===== src/rtl/ub_pkg.sv =====
// Shared types and constants for the unified-buffer sequencer.
package ub_pkg;

    localparam int ADDR_W    = 13;
    localparam int DATA_W    = 8;
    localparam int MEM_W     = 16;
    localparam int ARRAY_DIM = 2;
    localparam int BURST_LEN = ARRAY_DIM * ARRAY_DIM;
    localparam int CNT_W     = $clog2(BURST_LEN) + 1;

    typedef enum logic [2:0] {
        IDLE      = 3'd0,
        RD_WEIGHT = 3'd1,
        RD_INPUT  = 3'd2,
        WR_STORE  = 3'd3,
        DRAIN     = 3'd4
    } ub_state_t;

    typedef enum logic [2:0] {
        LOAD_ADDR   = 3'b001,
        LOAD_WEIGHT = 3'b010,
        LOAD_INPUTS = 3'b011,
        VALID       = 3'b100,
        STORE       = 3'b101
    } ub_opcode_t;

    // True when a burst starting at base would run past the top of the buffer.
    function automatic logic burst_overflows(input logic [ADDR_W-1:0] base);
        logic [ADDR_W:0] last;
        last = {1'b0, base} + (ADDR_W+1)'(BURST_LEN - 1);
        return last[ADDR_W];
    endfunction

endpackage


===== src/rtl/ub_addr_gen.sv =====
// Burst address generator: latches the base, counts words, wraps modulo 2^ADDR_W.
module ub_addr_gen
    import ub_pkg::*;
(
    input  logic              clk,
    input  logic              reset_n,
    input  logic              i_load,
    input  logic              i_step,
    input  logic [ADDR_W-1:0] i_base,
    output logic [ADDR_W-1:0] o_addr,
    output logic              o_last
);

    logic [ADDR_W-1:0] r_base;
    logic [CNT_W-1:0]  r_cnt;

    // A load may issue word 0 in the same cycle, so the counter then starts at 1.
    always_ff @(posedge clk or negedge reset_n) begin
        if (!reset_n) begin
            r_base <= '0;
            r_cnt  <= '0;
        end else if (i_load) begin
            r_base <= i_base;
            r_cnt  <= i_step ? CNT_W'(1) : '0;
        end else if (i_step) begin
            r_cnt  <= r_cnt + CNT_W'(1);
        end
    end

    assign o_addr = i_load ? i_base : (r_base + ADDR_W'(r_cnt));
    assign o_last = !i_load && (r_cnt == CNT_W'(BURST_LEN - 1));

endmodule


===== src/rtl/ub_sequencer.sv =====
// Unified-buffer burst sequencer between the instruction control unit and the SRAM.
// Optional UB_BOUNDS_CHECK_EN adds the sticky bound_err output and rejects overflowing bursts.
module ub_sequencer
    import ub_pkg::*;
(
    input  logic              clk,
    input  logic              reset_n,
    input  logic              load_weight,
    input  logic              load_input,
    input  logic              store,
    input  logic [ADDR_W-1:0] base_address,
    output logic [ADDR_W-1:0] mem_addr,
    output logic              mem_rd_en,
    input  logic [MEM_W-1:0]  mem_rdata,
    output logic              mem_wr_en,
    output logic [MEM_W-1:0]  mem_wdata,
    output logic [DATA_W-1:0] weight_data,
    output logic              weight_valid,
    output logic [DATA_W-1:0] input_data,
    output logic              input_valid,
    input  logic [MEM_W-1:0]  result_data,
    input  logic              result_valid,
    output logic              result_ready,
    output logic              busy,
`ifdef UB_BOUNDS_CHECK_EN
    output logic              bound_err,
`endif
    output logic              done
);

    ub_state_t         r_state, w_next_state;
    logic [ADDR_W-1:0] r_mem_addr, w_addr_out, w_addr;
    logic [MEM_W-1:0]  r_mem_wdata, w_wdata;
    logic              r_mem_rd_en, r_mem_wr_en, w_rd_en, w_wr_en;
    logic              r_weight_valid, r_input_valid, r_target_weight;
    logic              r_result_ready, r_busy, r_done;
    logic              w_ready, w_busy, w_done;
    logic              w_load, w_step, w_last, w_cmd, w_reject;
    logic              w_rdata_unused;

    assign w_cmd          = store | load_weight | load_input;
    assign w_rdata_unused = ^mem_rdata[MEM_W-1:DATA_W];

`ifdef UB_BOUNDS_CHECK_EN
    logic r_bound_err;
    assign w_reject  = burst_overflows(base_address);
    assign bound_err = r_bound_err;

    always_ff @(posedge clk or negedge reset_n) begin
        if (!reset_n)
            r_bound_err <= 1'b0;
        else if ((r_state == IDLE) && w_cmd && w_reject)
            r_bound_err <= 1'b1;
    end
`else
    assign w_reject = 1'b0;
`endif

    ub_addr_gen u_addr_gen (
        .clk     (clk),
        .reset_n (reset_n),
        .i_load  (w_load),
        .i_step  (w_step),
        .i_base  (base_address),
        .o_addr  (w_addr),
        .o_last  (w_last)
    );

    always_ff @(posedge clk or negedge reset_n) begin
        if (!reset_n)
            r_state <= IDLE;
        else
            r_state <= w_next_state;
    end

    // Everything below computes the values the output registers take at the next edge.
    always_comb begin
        w_next_state = r_state;
        w_load       = 1'b0;
        w_step       = 1'b0;
        w_rd_en      = 1'b0;
        w_wr_en      = 1'b0;
        w_addr_out   = '0;
        w_wdata      = '0;
        w_ready      = 1'b0;
        w_busy       = 1'b0;
        w_done       = 1'b0;
        case (r_state)
            IDLE: begin
                if (w_cmd && w_reject) begin
                    w_done = 1'b1;
                end else if (w_cmd) begin
                    w_load = 1'b1;
                    w_busy = 1'b1;
                    if (store) begin
                        w_next_state = WR_STORE;
                        w_ready      = 1'b1;
                    end else begin
                        w_next_state = load_weight ? RD_WEIGHT : RD_INPUT;
                        w_step       = 1'b1;
                        w_rd_en      = 1'b1;
                        w_addr_out   = w_addr;
                    end
                end
            end
            RD_WEIGHT, RD_INPUT: begin
                w_busy     = 1'b1;
                w_step     = 1'b1;
                w_rd_en    = 1'b1;
                w_addr_out = w_addr;
                if (w_last)
                    w_next_state = DRAIN;
            end
            DRAIN: begin
                w_done       = 1'b1;
                w_next_state = IDLE;
            end
            WR_STORE: begin
                w_busy  = 1'b1;
                w_ready = 1'b1;
                if (result_valid && r_result_ready) begin
                    w_step     = 1'b1;
                    w_wr_en    = 1'b1;
                    w_addr_out = w_addr;
                    w_wdata    = result_data;
                    if (w_last) begin
                        w_next_state = IDLE;
                        w_busy       = 1'b0;
                        w_ready      = 1'b0;
                        w_done       = 1'b1;
                    end
                end
            end
            default: w_next_state = IDLE;
        endcase
    end

    always_ff @(posedge clk or negedge reset_n) begin
        if (!reset_n) begin
            r_mem_addr      <= '0;
            r_mem_rd_en     <= 1'b0;
            r_mem_wr_en     <= 1'b0;
            r_mem_wdata     <= '0;
            r_weight_valid  <= 1'b0;
            r_input_valid   <= 1'b0;
            r_target_weight <= 1'b0;
            r_result_ready  <= 1'b0;
            r_busy          <= 1'b0;
            r_done          <= 1'b0;
        end else begin
            r_mem_addr     <= w_addr_out;
            r_mem_rd_en    <= w_rd_en;
            r_mem_wr_en    <= w_wr_en;
            r_mem_wdata    <= w_wdata;
            r_weight_valid <= r_mem_rd_en & r_target_weight;
            r_input_valid  <= r_mem_rd_en & ~r_target_weight;
            r_result_ready <= w_ready;
            r_busy         <= w_busy;
            r_done         <= w_done;
            if (w_load)
                r_target_weight <= load_weight & ~store;
        end
    end

    // SRAM read data is already registered; the valid flags line up with it and gate it.
    assign weight_data  = r_weight_valid ? mem_rdata[DATA_W-1:0] : '0;
    assign input_data   = r_input_valid  ? mem_rdata[DATA_W-1:0] : '0;
    assign mem_addr     = r_mem_addr;
    assign mem_rd_en    = r_mem_rd_en;
    assign mem_wr_en    = r_mem_wr_en;
    assign mem_wdata    = r_mem_wdata;
    assign weight_valid = r_weight_valid;
    assign input_valid  = r_input_valid;
    assign result_ready = r_result_ready;
    assign busy         = r_busy;
    assign done         = r_done;

endmodule


===== config.mk =====
export PLATFORM = sky130hd
export DESIGN_NAME = ub_sequencer
export DESIGN_NICKNAME = d
export VERILOG_FILES = /design/src/rtl/ub_pkg.sv /design/src/rtl/ub_addr_gen.sv /design/src/rtl/ub_sequencer.sv
export SDC_FILE = /design/constraint.sdc
export NUM_CORES = 1
export LEC_CHECK = 0
export ABC_AREA = 1
export ABC_CLOCK_PERIOD_IN_PS = 1700
export CAP_MARGIN = 5
export CORE_UTILIZATION = 40
export CTS_CLUSTER_SIZE = 10
export DETAILED_ROUTE_END_ITERATION = 6
export PLACE_DENSITY = 0.85
export SLEW_MARGIN = 0
export SYNTH_ARGS = -nofsm -noshare
export SYNTH_HDL_FRONTEND = slang
export SYNTH_SLANG_ARGS = --single-unit

===== constraint.sdc =====
create_clock -name clk -period 1.7 [get_ports clk]
set_input_delay 0.255 -clock clk [delete_from_list [all_inputs] [get_ports clk]]
set_output_delay 0.255 -clock clk [all_outputs]
set_load 0.01 [all_outputs]

# [Word-level counts from Yosys, hierarchy flattened]
# Index checks and enable logic that the tools add are counted.
[classes] add_sub_neg=2 magnitude_cmp=0 mux=36 reduce_logical=7 bitwise_logic=7 n_eq_ne=9 div_mod_pow=0 n_shift=0 multipliers=0
[op_table] operator="13-bit 2-to-1 mux" n=4
[op_table] operator="13-bit one-hot mux with 3 select lines" n=1
[op_table] operator="16-bit 2-to-1 mux" n=2
[op_table] operator="3-bit 2-to-1 mux" n=6
[op_table] operator="8-bit 2-to-1 mux" n=2
[op_table] operator="13-bit by 3-bit adder with 13-bit output" n=1
[op_table] operator="1-bit 2-to-1 mux" n=13
[op_table] operator="3-bit by 2-bit equality test with 1-bit output (second input constant)" n=3
[op_table] operator="3-bit one-hot mux with 3 select lines" n=1
[op_table] operator="1-bit one-hot mux with 2 select lines" n=3
[op_table] operator="1-bit one-hot mux with 3 select lines" n=2
[op_table] operator="2-bit 2-to-1 mux" n=2
[op_table] operator="2-bit by 1-bit != test with 1-bit output (second input constant)" n=2
[op_table] operator="2-bit != test (second input constant)" n=2
[op_table] operator="4-bit AND reduction" n=1
[op_table] operator="3-bit by 1-bit adder with 3-bit output (second input constant)" n=1
[op_table] operator="1-bit AND" n=3
[op_table] operator="3-bit by 1-bit equality test with 1-bit output (second input constant)" n=1
[op_table] operator="3-bit equality test (second input constant)" n=1
[op_table] operator="3-bit zero test" n=1
[op_table] operator="1-bit logical AND" n=2
[op_table] operator="1-bit inverter" n=2
[op_table] operator="1-bit bitwise OR" n=2
[op_table] operator="2-bit nonzero test" n=1
[op_table] operator="2 further kinds" n=2
[word_totals] output_inout_bits=52 mem_bits_rw=0 rom_bits=0 word_cells=74 latchBits=0 reg_bits=56 in_bits=51 memories=0

# [Depth between registers and ports, before layout]
[logic_depth] ltp_word=9 ltp_mapped=9 mapped_depth_nobuf=9

# [By module]
# A second synthesis with hierarchy kept.
[unflattened] cells_unflattened=329 hier_area_um2=2736.4
[modules_own_cells] mod="ub_sequencer" n_inst=1 seq_area_each_um2=1001.0 area_each_um2=1646.6 cells_each=172
[modules_own_cells] mod="ub_addr_gen" n_inst=1 seq_area_each_um2=400.4 area_each_um2=1089.8 cells_each=157

# [Worst setup path before layout]
# No wires, ideal clock.
[synth_path] path_kind="register -> register" start="register u_addr_gen.r_cnt[0]" end="register r_mem_addr[10] (netlist: mem_addr[10])" arrival_time_ps=1631 n_path_buf=0 setup_ps=119 setup_slack_ps=-50 path_stages_with_launch=10 period_less_slack_ps=1750 t_required_ps=1581 cell_sequence="dfrtp_1 -> ha_1 -> inv_1 -> fa_1 -> o21ai_2 -> nand3_1 -> nor2_1 -> nand3_1 -> nand2_1 -> nor2_1"
[synth_between] elab_chain_cells=5 elab_cells_between_ends=6 classes_between="add/sub: 1; mux: 5"
[synth_rtl] element="start, declared" line="ub_addr_gen.sv:15" text="logic [CNT_W-1:0] r_cnt;"
[synth_rtl] element="start signal, assigned" line="ub_addr_gen.sv:24" text="r_cnt <= i_step ? CNT_W'(1) : '0;"
[synth_rtl] element="start signal, assigned" line="ub_addr_gen.sv:26" text="r_cnt <= r_cnt + CNT_W'(1);"
[synth_rtl] element="13-bit by 3-bit adder with 13-bit output (*)" line="ub_addr_gen.sv:30" text="assign o_addr = i_load ? i_base : (r_base + ADDR_W'(r_cnt));"
[synth_rtl] element="13-bit 2-to-1 mux (*)" line="ub_addr_gen.sv:30"
[synth_rtl] element="13-bit 2-to-1 mux" line="ub_sequencer.sv:95" text="if (store) begin"
[synth_rtl] element="13-bit 2-to-1 mux" line="ub_sequencer.sv:92" text="end else if (w_cmd) begin"
[synth_rtl] element="13-bit one-hot mux with 3 select lines (*)" line="ub_sequencer.sv:88" text="case (r_state)"
[synth_rtl] element="net w_addr_out[10]" line="ub_sequencer.sv:32" text="logic [ADDR_W-1:0] r_mem_addr, w_addr_out, w_addr;"
[synth_rtl] element="end signal, assigned" line="ub_sequencer.sv:151" text="r_mem_addr <= w_addr_out;"
[synth_rtl] element="end, declared" line="ub_sequencer.sv:32"
# Mark *: on every way through the listed nets, which the timed path passes. The rest lies on a longest branch.
# A chain may end at the register's enable or synchronous reset.

# [Worst setup path after layout]
[layout_path] start="register u_addr_gen.r_base[0]" end="register r_mem_addr[4] (netlist: mem_addr[4])"
[layout_between] elab_chain_cells=5 elab_cells_between_ends=6 classes_between="add/sub: 1; mux: 5"
[layout_rtl] element="start, declared" line="ub_addr_gen.sv:14" text="logic [ADDR_W-1:0] r_base;"
[layout_rtl] element="start signal, assigned" line="ub_addr_gen.sv:23" text="r_base <= i_base;"
[layout_rtl] element="13-bit by 3-bit adder with 13-bit output (*)" line="ub_addr_gen.sv:30"
[layout_rtl] element="13-bit 2-to-1 mux (*)" line="ub_addr_gen.sv:30"
[layout_rtl] element="13-bit 2-to-1 mux" line="ub_sequencer.sv:95"
[layout_rtl] element="13-bit 2-to-1 mux" line="ub_sequencer.sv:92"
[layout_rtl] element="13-bit one-hot mux with 3 select lines (*)" line="ub_sequencer.sv:88"
[layout_rtl] element="net w_addr_out[4]" line="ub_sequencer.sv:32"
# Marks and branches as above.

==> impl_results.md <==
* DIE HEIGHT at between 80 and 90 um
* MaxCap Viol Count at 0
* Max incr delay on CP at roughly 430 ps
* Worst setup margin at -101.3 ps
* Top cell by count, worst path: nand2_2
* Footprint of the multi-input gates at roughly 0.0011 mm^2
* Period utilization at 1.060
* Pre-Repair DR Iteration Count at 4
* EDFF count, synth at 0
* PD cells at about 1600 mW/mm^2
* IR drop worst, VDD at approximately 0.89 mV
* Internal power at around 3.9 mW
* Die Wd at 83.78 um
* CTS Buffer Depth at 2
* Vias in the first global route at around 2300
* Setup tns final at -442.4 ps
* WP data arrival at ~2000 ps
* Comb power frac at 0.544
* DP Area at about 0.0038 mm^2
* CTS tree: built
* Filler cells at just under 500
* Core area at roughly 0.0064 mm^2
* CP max stage cell: fa_2
* Cell family with the largest share of critical-path delay: adder cells
* Tmin final at 1801 ps
* Status: complete, but fails checks
* Fin. max-slew vios at 0
* Switching Power at roughly 2.6 mW
* Initial core utilization at 0.4189
* Row Count at 29
* Clock sinks at 56
* CP Class: reg -> reg
* Final Cell Area at around 0.0041 mm^2
* Top achievable clock speed at between 0.5 and 0.6 GHz
* Crit-path cells: ha_2 > inv_2 > fa_2 > o21ai_4 > buf_6 > nand2_2 > nand2_2 > nand3_2 > a21oi_2
* Grt ovf at 0
* Root buf cell: clkbuf_8
* Syn Nets at ~380
* Worst Path Required at 1940 ps
* RD Place Congestion at approximately 0.90
* N_diodes at 0
* PortBufs at 94
* Area occupied by registers at roughly 0.0014 mm^2
* Final setup vio count at 5
* Slew Limit Headroom at 0.6736
* Most frequent cell after synthesis: nand2_1
* Failing checks: negative setup slack
* H-tree Lvls at 2
* Largest net degree at the start of global routing at 42
* Vias at around 2500
* Commonest cells post-synth: 102 x nand2_1, 56 x dfrtp_1, 43 x inv_1
* Share of cells above drive strength 1 at 0.1700
* Synth warnings at 0
* Top FF cell, synth: dfrtp_1
* Total track usage at 0.1873
* Initial antenna violation count at 0
* Clock latency on the worst-skew pair at around 310 ps
* Post-Syn Instances at 327
* Post-synth top area cell: dfrtp_1
* Clock Skews at about 14 ps
* Sw Share at 0.4060
* Routed wire length at between 6000 and 7000 um
* Library cells used by synthesis at 32
* Hold crit path type: in -> async
* Seq/Total Area, Yosys at 0.5239
* Post-Place Setup Slack at -239.8 ps
* #FFs+latches synth at 56
* Leakage at between 2 and 2.5 nW
* Setup crit end kind: register
* Routed length per instance at 13.10 um
* Pin slew with the least headroom to its limit at ~490 ps
* First-pass GRT wire length at between 10000 and 15000 um
* Hpwl dp at between 4000 and 5000 um
* Unrepaired setup endpoints after global routing: true
* Final Hold Fails at 0
* Reg power frac at 0.311
* Clk slew on worst S/H paths at approximately 100 ps
* Max FO, Critical Path at 4
* DRC at 0
* Asr flop ratio synth at 1.000
* Ports at around 100
* Post-synth top area share at 0.5239
* Die area at about 0.007 mm^2
* Area Overhead vs Synth at 53.32%
* CP startpoint kind: register
* WP buf/inv at 2
* Syn Area/Cell at 8.181 um^2
* CTS Buf Count at 5
* Clk pwr share at 0.145
* Top cells by area, synth: dfrtp_1 52%, nand2_1 14%, inv_1 6.0%
* Vias per cell at 4.802
* Antenna-violating nets left at 0
* Cell area after synthesis at around 0.0027 mm^2
* NumNets Final at slightly above 500
* Hold_ws at between 300 and 400 ps
* Initial drt markers at between 150 and 200
[final timing paths]
kind	start	cells after the start	slack [ps]	to
max in group asynchronous	reset_n	3	750	input_valid
min in group clk	r_target_weight	1	460	input_valid
min reg2reg	r_target_weight	1	460	input_valid
min	reset_n	2	390	mem_addr[6]
max	u_addr_gen.r_base[0]	9	-100	mem_addr[4]
max reg2reg	u_addr_gen.r_base[0]	9	-100	mem_addr[4]
[sequential cells by signal (all words and copies together), names as in the netlist, 3 cells and up]
register,count
r_state,3
u_addr_gen.r_base,13
mem_wdata,16
u_addr_gen.r_cnt,3
mem_addr,13
[repair_timing]
action | in CTS | in global routing
endpoints found under the setup margin | 26 | 22
hold buffers | 1 | 0
pin swaps | 0 | 7
buffers inserted | 0 | 8
gates resized for setup | 6 | 27
endpoints found under the hold margin | 15 | 0
[metrics by stage]
| stage | total power [mW] | utilization | cells |
|---|---|---|---|
| 6_report | 6.502 | 0.6422 | 524 |
| 5_1_grt | 6.956 | 0.6422 | 524 |
| 4_1_cts | 6.299 | 0.6226 | 516 |
| 3_5_place_dp | 5.295 | 0.5982 | 507 |
| 3_3_place_gp | 5.168 | 0.5982 | 507 |
| 2_1_floorplan | 3.969 | - | 327 |
[area by class of cell]
cell class                 instances  share of cell area
tap                               77             0.02349
clock buffer                       7             0.02349
inverter                          49             0.04484
clock inverter                     1            0.007322
sequential                        56              0.3423
multi-input combinational        213              0.2648
timing repair buffer             121              0.2938
[layout by cell type, fill, tap and decap left out, types with 2 or more instances in the layout]
| master | count |
|---|---|
| nand2_1 | 100 |
| dfrtp_2 | 2 |
| nand3_2 | 6 |
| inv_1 | 42 |
| inv_2 | 6 |
| nand3_1 | 19 |
| clkbuf_8 | 7 |
| nor2_1 | 35 |
| dfrtp_1 | 54 |
| ha_2 | 2 |
| a21oi_2 | 8 |
| clkbuf_2 | 2 |
| dlymetal6s2s_1 | 16 |
| buf_4 | 21 |
| buf_12 | 2 |
| nand2_2 | 4 |
| ha_1 | 3 |
| nor2_4 | 2 |
| clkdlybuf4s50_1 | 77 |
| o21ai_0 | 12 |
| a21oi_1 | 2 |
| nor2_2 | 7 |
[per-layer routing]
metal | GRT usage | share of wire
met1 | 0.2373 | 0.42
met2 | 0.3208 | 0.52
met3 | 0.03858 | 0.043
met4 | 0.06009 | 0.017
met5 | 0 | 0
[worst register-to-register path: cells and delay by family (launching register included)]
kind	cells	cell delay, ps
AND/OR/NAND/NOR	3	200
buffers and inverters	2	180
flip-flops	1	390
adder cells (fa/ha/maj)	2	630
AO/OA/AOI/OAI	2	340
[cells by family (layout without fill, tap and decap cells)]
logic type                 Yosys count  after routing  synth area share
xor gates and xnor gates             2              2          0.006549
and+or+nand+nor                    176            176            0.2778
adders and majority gates            6              6           0.03087
buffers and inverters               58            178           0.08933
AOI/OAI and AO/OA                   29             29           0.07156
DFF                                 56             56            0.5239
[power by group through the flow]
stage          Combinational (mW)  Clock, mW  Sequential, mW
6_report                     3.54      0.941            2.02
5_1_grt                      3.87       1.01            2.08
4_1_cts                      3.30      0.954            2.05
3_5_place_dp                 3.23          0            2.07
3_3_place_gp                 3.11          0            2.06
2_1_floorplan                1.88          0            2.09
(Power assumes the default switching activity.)
